### config.mk
export PLATFORM = sky130hd
export DESIGN_NAME = flattening_layer
export DESIGN_NICKNAME = d
export VERILOG_FILES = /design/src/rtl/flattening_layer_pkg.sv /design/src/rtl/flattening_layer_lane_router.sv /design/src/rtl/flattening_layer.sv
export SDC_FILE = /design/constraint.sdc
export NUM_CORES = 1
export LEC_CHECK = 0
export ABC_AREA = 0
export BUFFER_PORTS_ARGS = -buffer_cell sky130_fd_sc_hd__buf_2
export CAP_MARGIN = 20
export CORE_MARGIN = 2
export CORE_UTILIZATION = 46
export DETAILED_ROUTE_END_ITERATION = 7
export PLACE_DENSITY = 0.62
export SYNTH_ARGS = -nofsm -noshare
export SYNTH_HDL_FRONTEND = slang
export SYNTH_SLANG_ARGS = --single-unit
### constraint.sdc
create_clock -name clk -period 5.8 [get_ports clk]
set_clock_uncertainty 0.15 [all_clocks]
set_input_delay 0 -clock clk [delete_from_list [all_inputs] [get_ports clk]]
set_output_delay 0 -clock clk [all_outputs]
set_load 0.005 [all_outputs]
### src/rtl/flattening_layer_pkg.sv
// Shared definitions for the flattening layer.
// - pixel_t     : pixel word at the default width. Modules with a different BitSize declare
//                 their own words as logic [BitSize-1:0].
// - StIdle/StEmit : emit FSM states.
// - cnt_width() : counter width helper, never narrower than one bit.
package flattening_layer_pkg;

  localparam int unsigned DefBitSize = 4;

  typedef logic [DefBitSize-1:0] pixel_t;

  localparam logic [0:0] StIdle = 1'b0;
  localparam logic [0:0] StEmit = 1'b1;

  // Bits needed to encode values 0..n-1; at least one bit.
  function automatic int unsigned cnt_width(input int unsigned n);
    return (n > 1) ? $clog2(n) : 1;
  endfunction

endpackage

### src/rtl/flattening_layer_lane_router.sv
// Combinational lane router for the flattening layer.
// Pairs the set bits of i_valid, taken in ascending image order, with lanes 0,1,2,...
// Set bits beyond the last lane get no write enable.
// Ports:
//   i_valid [NumOfImages]          one bit per image: a pixel for image k is present
//   i_data  [Lanes*BitSize]        pixel lanes, lane 0 in the LSBs
//   o_we    [NumOfImages]          per-image write enable
//   o_wdata [NumOfImages*BitSize]  per-image write data, image 0 in the LSBs
module flattening_layer_lane_router #(
  parameter int unsigned BitSize     = 4,
  parameter int unsigned NumOfImages = 4,
  parameter int unsigned Lanes       = 2
) (
  input  logic [NumOfImages-1:0]         i_valid,
  input  logic [Lanes*BitSize-1:0]       i_data,
  output logic [NumOfImages-1:0]         o_we,
  output logic [NumOfImages*BitSize-1:0] o_wdata
);

  // The lane of image k is the popcount of i_valid[k-1:0]. It is built as a running count.
  always_comb begin
    int unsigned lane;
    lane    = 0;
    o_we    = '0;
    o_wdata = '0;
    for (int k = 0; k < NumOfImages; k++) begin
      if (i_valid[k]) begin
        if (lane < Lanes) begin
          o_we[k]                      = 1'b1;
          o_wdata[k*BitSize +: BitSize] = i_data[lane*BitSize +: BitSize];
        end
        lane = lane + 1;
      end
    end
  end

endmodule

### src/rtl/flattening_layer.sv
// Flattening layer: collects NumOfImages interleaved feature-map streams of ImageSize pixels.
// A complete set moves to an output buffer, which emits one whole image per cycle.
// While one set is emitted, the next set is collected.
// Ports:
//   clk        clock, rising edge
//   res_n      asynchronous reset, active-high
//   in_valid   bit k: one pixel of image k is present this cycle
//   in_data    L pixel lanes, lane 0 in the LSBs
//   out_ready  input is accepted this cycle
//   out_valid  out_data holds one complete image
//   out_data   current image, pixel 0 in the LSBs; zero when out_valid is low
module flattening_layer
  import flattening_layer_pkg::*;
#(
  parameter int unsigned BitSize         = 4,
  parameter int unsigned ImageSize       = 4,
  parameter int unsigned NumOfImages     = 4,
  parameter int unsigned NumOfInputs     = 2,
  parameter int unsigned NumOfPEPerInput = 1,
  parameter int unsigned CyclesPerPixel  = 2
) (
  input  logic                                        clk,
  input  logic                                        res_n,
  input  logic [NumOfImages-1:0]                      in_valid,
  input  logic [NumOfInputs*NumOfPEPerInput*BitSize-1:0] in_data,
  output logic                                        out_ready,
  output logic                                        out_valid,
  output logic [ImageSize*BitSize-1:0]                out_data
);

  localparam int unsigned Lanes = NumOfInputs * NumOfPEPerInput;
  localparam int unsigned CntW  = cnt_width(ImageSize + 1);
  localparam int unsigned EmitW = cnt_width(NumOfImages);
  localparam int unsigned ImgW  = ImageSize * BitSize;

  localparam logic [CntW-1:0]  CntFull  = CntW'(ImageSize);
  localparam logic [EmitW-1:0] EmitLast = EmitW'(NumOfImages - 1);

  // CyclesPerPixel describes the upstream pacing only; no logic depends on it.
  if (CyclesPerPixel == 0) begin : g_cpp_unpaced
  end

  logic [NumOfImages-1:0]            w_we;
  logic [NumOfImages*BitSize-1:0]    w_wdata;
  logic [NumOfImages-1:0]            w_img_full;
  logic                              w_full;
  logic                              w_free;
  logic                              w_xfer;
  logic [EmitW-1:0]                  w_emit_nxt;

  logic [NumOfImages-1:0][CntW-1:0]  r_cnt;
  logic [NumOfImages-1:0][ImgW-1:0]  r_coll;
  logic [NumOfImages-1:0][ImgW-1:0]  r_obuf;
  logic [EmitW-1:0]                  r_emit;
  logic [0:0]                        r_state;
  logic [ImgW-1:0]                   r_out_data;

  flattening_layer_lane_router #(
    .BitSize     (BitSize),
    .NumOfImages (NumOfImages),
    .Lanes       (Lanes)
  ) u_router (
    .i_valid (in_valid),
    .i_data  (in_data),
    .o_we    (w_we),
    .o_wdata (w_wdata)
  );

  always_comb begin
    w_img_full = '0;
    for (int k = 0; k < NumOfImages; k++) begin
      w_img_full[k] = (r_cnt[k] == CntFull);
    end
    w_full = &w_img_full;
    // The output side can take a set when idle, or on the edge that ends the last image.
    w_free     = (r_state == StIdle) || (r_emit == EmitLast);
    w_xfer     = w_full && w_free;
    w_emit_nxt = r_emit + EmitW'(1);
  end

  // Collection buffer and per-image fill counters.
  always_ff @(posedge clk or posedge res_n) begin
    if (res_n) begin
      r_cnt  <= '0;
      r_coll <= '0;
    end else if (w_xfer) begin
      r_cnt <= '0;
    end else if (!w_full) begin
      for (int k = 0; k < NumOfImages; k++) begin
        // A full image drops further pixels, so its counter saturates.
        if (w_we[k] && !w_img_full[k]) begin
          r_coll[k][r_cnt[k]*BitSize +: BitSize] <= w_wdata[k*BitSize +: BitSize];
          r_cnt[k]                               <= r_cnt[k] + CntW'(1);
        end
      end
    end
  end

  // Output buffer and emit FSM. Each image is shown for one cycle.
  always_ff @(posedge clk or posedge res_n) begin
    if (res_n) begin
      r_state    <= StIdle;
      r_emit     <= '0;
      r_obuf     <= '0;
      r_out_data <= '0;
    end else if (w_xfer) begin
      r_obuf     <= r_coll;
      r_emit     <= '0;
      r_state    <= StEmit;
      r_out_data <= r_coll[0];
    end else if (r_state == StEmit) begin
      if (r_emit == EmitLast) begin
        r_state    <= StIdle;
        r_emit     <= '0;
        r_out_data <= '0;
      end else begin
        r_emit     <= w_emit_nxt;
        r_out_data <= r_obuf[w_emit_nxt];
      end
    end
  end

  assign out_ready = !w_full;
  assign out_valid = (r_state == StEmit);
  assign out_data  = r_out_data;

endmodule

==> summary.md, run 1 <==
| Metric | Value |
|---|---|
| Die Y | 132.2 um |
| Sequential power share | 41.8% |
| Final setup fails | 0 |
| Ant. Diodes | 0 |
| Initial antenna violation count | 0 |
| Grt met2 use | 33.45% |
| Final hold vios | 0 |
| Critical Path AT | 4.15 ns |
| Required @ worst endpoint | 5.96 ns |
| WL/cell | 20.11 um |
| Post-route antenna net violation count | 0 |
| Crit-path max FO | 67 |
| Seq cells post-synth | 159 |
| Worst Max-Slew Pin Slew | 1.054 ns |
| Register area | 3979 um^2 |
| Post-synthesis cell type count | 48 |
| Final WS setup | 1.811 ns |
| GRT Util Overall | 21.42% |
| DRC | 0 |
| PwrDens | 438.4 nW/um^2 |
| Switch share | 33.33% |
| Placement Setup Slack | 1.901 ns |
| Clock root buffer | clkbuf_16 |
| Met3 Resource Use GR | 5.229% |
| First-pass iteration count of the detailed router | 5 |
| DP HPWL | 12710 um |
| Max-Cap Viols | 0 |
| Clock Power Share | 30.6% |
| Vias per cell | 5.680 |
| Final net count | 705 |
| Crit. End Element | register |
| Most common cell after layout, fill and taps aside | dfrtp_1 |
| Unrepaired setup endpoints after global routing | false |
| Final Core Density | 54.07% |
| YS warnings | 0 |
| P_int | 2.529 mW |
| CTS max path bufs | 2 |
| Multi-input logic area | 3263 um^2 |
| Die X | 132.2 um |
| Combinational fraction of design power | 27.5% |
| Setup TNS | 0 ns |
| Final Cycle Share | 68.78% |
| Initial Util | 47.28% |
| Post-Route WL | 17920 um |
| Number of port buffers | 31 |
| I/O Pins | 32 |
| GRT Max-Usage Layer | met2 |
| Critical path class | reg -> reg |
| Postcts setup bufs | 0 |
| Grt met1 use | 30.08% |
| Synth Instances | 625 |
| Worst hold path class | in -> async |
| Peak supply drop | 0.2698 mV |
| Syn Nets | 668 |
| Fillcell total | 1367 |
| Sequential area share after synthesis | 52.60% |
| Worst relative slew slack | 27.90% |
| Iter 0 DRT Violations | 337 |
| Clk sinks | 159 |
| Num rows | 46 |
| Clk_lat worst skew | 0.43 ns |
| Final slew viol count | 0 |
| P&R area growth vs syn | 14.36% |
| P_leak | 4.034 nW |
| Gpl congestion | 0.8863 |
| Layout cells sized above 1 | 23.11% |
| Outcome | finished, final reports clean |
| Fmax | 250.7 MHz |
| First-pass GRT wire length | 28570 um |
| Net Switching | 1.264 mW |
| Post-synth design cell area | 7565 um^2 |
| Via count | 5061 |
| Die area | 17490 um^2 |
| Grt ovf | 0 |
| Clock slew at reported path FFs | 0.07 ns |
| CTS Buf Count | 17 |
| CTS H-tree depth | 4 |
| Largest net degree at the start of global routing | 100 |
| Avg Synthesized Cell Area | 12.10 um^2 |
| Vias in the first global route | 5100 |
| Area of the core | 16000 um^2 |
| Commonest cells after routing, fill and taps aside | 159 x dfrtp_1, 71 x mux2_2, 47 x nand2_1 |
| Min cycle time layout | 3.989 ns |
| TritonCTS clock tree | built |
| Startpoint types | register |
==> layout make-up <==
type	count	share of cell area [%]
clock buffers	23	5.525
clock inverters	9	1.519
inverters	45	2.010
multi-input cells	391	37.72
flip-flops and latches	159	45.99
well taps	216	3.124
repair buffers	48	4.108
==> layer usage <==
layer / up-vias / wire length, um / share of wire [%]
met5: - / 0 / 0
met4: 0 / 244 / 1.4
met3: 14 / 779 / 4.3
met2: 118 / 8291 / 46
met1: 2581 / 8602 / 48
li1: 2348 / - / -
==> power groups by stage <==
stage	logic (mW)	registers (mW)	clock network, mW
CTS	0.998	1.60	1.18
detailed placement	0.983	1.62	0
global placement	0.942	1.61	0
floorplan	0.769	1.53	0
finish	1.04	1.59	1.16
global route	1.17	1.62	1.22
==> worst max-delay path, cell delays in order, from the launching register on <==
cell and delay (ns):
dfrtp_1 0.50, inv_1 0.18, ha_1 0.20, ha_1 0.29, and4_1 0.66, inv_2 0.34
a21oi_4 0.34, buf_4 0.69, mux2_2 0.42
==> metrics by stage <==
stage,hold WS (ns),total power [mW],instance area [um^2],cells
floorplan,-0.01736,2.297,7565,625
global placement,0.08944,2.547,7856,844
detailed placement,0.1072,2.603,7856,844
CTS,0.1947,3.780,8596,889
global route,0.2405,4.018,8651,891
finish,0.1647,3.793,8651,891
==> path summary, 6_finish.rpt <==
path                                             from                      to  slack, ns  cells past startpoint
worst min register to register  r_coll[7]$_DFFE_PP0P_   r_coll[7]$_DFFE_PP0P_       0.33                      2
min in group clk                           in_data[3]  r_coll[15]$_DFFE_PP0P_       0.33                      4
max in group asynchronous                       res_n  r_coll[35]$_DFFE_PP0P_       4.04                      4
worst min-delay path                            res_n   r_coll[5]$_DFFE_PP0P_       0.16                      3
worst max register to register   r_cnt[0]$_DFFE_PP0P_  r_obuf[44]$_DFFE_PP0P_       1.81                      8
worst max-delay path             r_cnt[0]$_DFFE_PP0P_  r_obuf[44]$_DFFE_PP0P_       1.81                      8
==> what timing repair did <==
item	4_1_cts	5_1_grt
endpoints found under the hold margin	150	0
hold buffers	13	0
setup endpoints to repair	0	0
resized for setup	0	0
==> kinds of logic (layout without fill, tap and decap cells) <==
family | after synthesis | count (layout) | synth area share, %
multiplexers | 104 | 104 | 17.60
flip-flops | 159 | 159 | 52.60
AND/OR/NAND/NOR | 132 | 132 | 8.998
XOR/XNOR | 8 | 8 | 0.9263
AO/OA/AOI/OAI | 118 | 118 | 10.72
buffers and inverters | 75 | 125 | 4.267
adder cells (fa/ha/maj) | 29 | 29 | 4.896
==> Yosys cell counts (all sizes together) <==
master,instances,area (um^2)
nand4bb,2,22.52
a2111oi,4,35.03
nand4,2,12.51
nand2,47,176.4
o211ai,20,150.1
nor2,30,112.6
a211o,1,8.760
ha,28,350.3
o31ai,25,187.7
o41ai,10,87.58
nand3b,4,42.54
a22o,3,26.28
clkbuf,16,62.56
nor3b,1,7.510
mux2i,16,160.2
and4,1,8.760
inv,44,165.2
nand3,18,90.09
xnor2,8,70.07
o21bai,1,7.510
mux2,72,810.8
fa,1,20.02
nor2b,4,25.02
and3b,1,8.760
nor4b,3,26.28
clkinv,1,3.750
a21oi,1,16.27
or4,1,11.26
mux4,16,360.4
a41o,1,10.01
buf,14,91.33
o21ai,35,175.2
o22ai,1,6.260
nand2b,4,25.02
and3,1,6.260
a31oi,16,100.1
dfrtp,159,3979
nor4,3,18.77
nand4b,7,61.31
nor3,1,5.000
nor4bb,2,20.02
==> flip-flops by register name (all words and copies together) (netlist names) <==
| signal | count |
|---|---|
| r_coll | 64 |
| r_obuf | 64 |
| out_data | 16 |
| r_cnt | 12 |
| r_emit | 2 |
| out_valid | 1 |
Note: power is estimated with default switching activity, not from simulation.
==> run 2, diff against run 1 <==
==> constraint.sdc (replaced) <==
create_clock -name clk -period 4.17 [get_ports clk]
set_clock_uncertainty 0.15 [all_clocks]
set_input_delay 0 -clock clk [delete_from_list [all_inputs] [get_ports clk]]
set_output_delay 0 -clock clk [all_outputs]
set_load 0.005 [all_outputs]
==> summary.md, run 2 (synthesized netlist as in run 1, its figures left out) <==
| Metric | Value |
|---|---|
| TritonCTS clock tree | built |
| WL/cell | 19.98 um (-0.63%) |
| Final Cycle Share | 73.49% (+4.7 points) |
| Post-Route WL | 17940 um (+0.15%) |
| Number of port buffers | 31 (unchanged) |
| PwrDens | 593.4 nW/um^2 (+35%) |
| Ant. Diodes | 0 (unchanged) |
| Grt met1 use | 31.27% (+1.2 points) |
| Fin cells | 898 (+0.79%) |
| Commonest cells after routing, fill and taps aside | 159 x dfrtp_1, 71 x mux2_2, 47 x nand2_1 |
| Area of the core | 16000 um^2 (unchanged) |
| DP HPWL | 12470 um (-1.9%) |
| Iter 0 DRT Violations | 390 (+16%) |
| Peak supply drop | 0.3727 mV (+38%) |
| GRT Util Overall | 21.91% (+0.49 points) |
| CTS H-tree depth | 4 (unchanged) |
| Gpl congestion | 0.8684 (-2.0%) |
| Min cycle time layout | 3.065 ns (-0.9245 ns) |
| Final Total Pwr | 5.145 mW (+36%) |
| Num rows | 46 (unchanged) |
| Met3 Resource Use GR | 4.960% (-0.27 points) |
| P_leak | 4.060 nW (+0.64%) |
| CTS-repair resized insts | 0 (unchanged) |
| Clock slew at reported path FFs | 0.06 ns (about the same) |
| Final hold vios | 0 (unchanged) |
| Worst hold path class | in -> async |
| Vias per cell | 5.706 (+0.46%) |
| Reg-to-reg slack, setup | 1.11 ns (-0.71 ns) |
| Grt met2 use | 33.13% (-0.32 points) |
| Startpoint types | register |
| Cell total after placement | 850 (+0.71%) |
| Most common cell after layout, fill and taps aside | dfrtp_1 |
| Postcts setup bufs | 0 (unchanged) |
| Clk_lat worst skew | 0.43 ns (about the same) |
| Final Core Density | 54.19% (+0.13 points) |
| GRT Max-Usage Layer | met2 |
| Largest net degree at the start of global routing | 160 (+60%) |
| Layout cells sized above 1 | 23.46% (+0.35 points) |
| Outcome | finished, final reports clean |
| Final setup fails | 0 (unchanged) |
| Max-Cap Viols | 0 (unchanged) |
| Die X | 132.2 um (unchanged) |
| Die area | 17490 um^2 (unchanged) |
| Grt ovf | 0 (unchanged) |
| Critical path class | reg -> reg |
| First-pass GRT wire length | 29340 um (+2.7%) |
| Final net count | 712 (+0.99%) |
| Worst Max-Slew Pin Slew | 0.9945 ns (-0.05971 ns) |
| Required @ worst endpoint | 4.33 ns (-1.63 ns) |
| Hold buffers post-CTS | 14 (+1) |
| Initial antenna violation count | 0 (unchanged) |
| Worst relative slew slack | 31.98% (+4.1 points) |
| Vias in the first global route | 5176 (+1.5%) |
| Clk sinks | 159 (unchanged) |
| Crit-path max FO | 54 (-19%) |
| Unrepaired setup endpoints after global routing | false |
| Setup TNS | 0 ns (unchanged) |
| DRC | 0 (unchanged) |
| I/O Pins | 32 (unchanged) |
| Via count | 5124 (+1.2%) |
| Fillcell total | 1377 (+0.73%) |
| CTS max path bufs | 2 (unchanged) |
| Die Y | 132.2 um (unchanged) |
| CTS Buf Count | 17 (unchanged) |
| Fmax | 326.3 MHz (+30%) |
| Final slew viol count | 0 (unchanged) |
| Post-route antenna net violation count | 0 (unchanged) |
| Initial Util | 47.28% (unchanged) |
| Crit. End Element | register |
| First-pass iteration count of the detailed router | 5 (unchanged) |
| Clock root buffer | clkbuf_16 |
| P&R area growth vs syn | 14.62% |
| Critical Path AT | 3.22 ns (-0.93 ns) |
==> run 2: metrics by stage <==
step | setup WS, ns | cell area (um^2) | hold WS, ns
2_1_floorplan | 1.815 | 7569 | -0.01736
3_3_place_gp | 1.242 | 7925 | 0.1655
3_5_place_dp | 1.144 | 7925 | 0.1875
4_1_cts | 1.146 | 8631 | 0.2812
5_1_grt | 0.9286 | 8671 | 0.3253
6_report | 1.105 | 8671 | 0.1772
==> run 2: report_power, final <==
group	internal [mW]	switching (mW)
combinational	0.612	0.833
sequential	1.91	0.292
clock	0.894	0.608
==> run 2: area by class of cell <==
type                    count  area, um^2  area share, %
multi-input cells         391        3263          37.63
clock buffers              22       454.2          5.238
inverters                  45       172.7          1.991
clock inverters            10       111.4          1.284
repair buffers             55       420.4          4.848
well taps                 216       270.3          3.117
flip-flops and latches    159        3979          45.89
==> run 2: worst paths after layout <==
| kind | endpoint | cells past startpoint | from |
|---|---|---|---|
| setup / recovery | r_obuf[44]$_DFFE_PP0P_ | 9 | r_cnt[0]$_DFFE_PP0P_ |
| min in group clk | r_coll[21]$_DFFE_PP0P_ | 2 | r_coll[21]$_DFFE_PP0P_ |
| setup reg to reg | r_obuf[44]$_DFFE_PP0P_ | 9 | r_cnt[0]$_DFFE_PP0P_ |
| hold / removal | out_data[5]$_DFFE_PP0P_ | 4 | res_n |
| max in group asynchronous | r_cnt[8]$_DFFE_PP0P_ | 4 | res_n |
| hold reg to reg | r_coll[21]$_DFFE_PP0P_ | 2 | r_coll[21]$_DFFE_PP0P_ |
==> run 2: worst max-delay path, stage by stage, from the launching register on <==
cell and delay [ns]:
dfrtp_1 0.50, inv_1 0.18, ha_1 0.20, ha_1 0.29, and4_1 0.23, buf_4 0.24
inv_2 0.08, a21oi_4 0.31, buf_12 0.34, mux2_2 0.39
==> run 2: metal layers <==
metal | routed length, um | vias to the layer above
met2 | 8233 | 125
met5 | 0 | -
li1 | - | 2371
met1 | 8604 | 2606
met4 | 385 | 0
met3 | 719 | 22
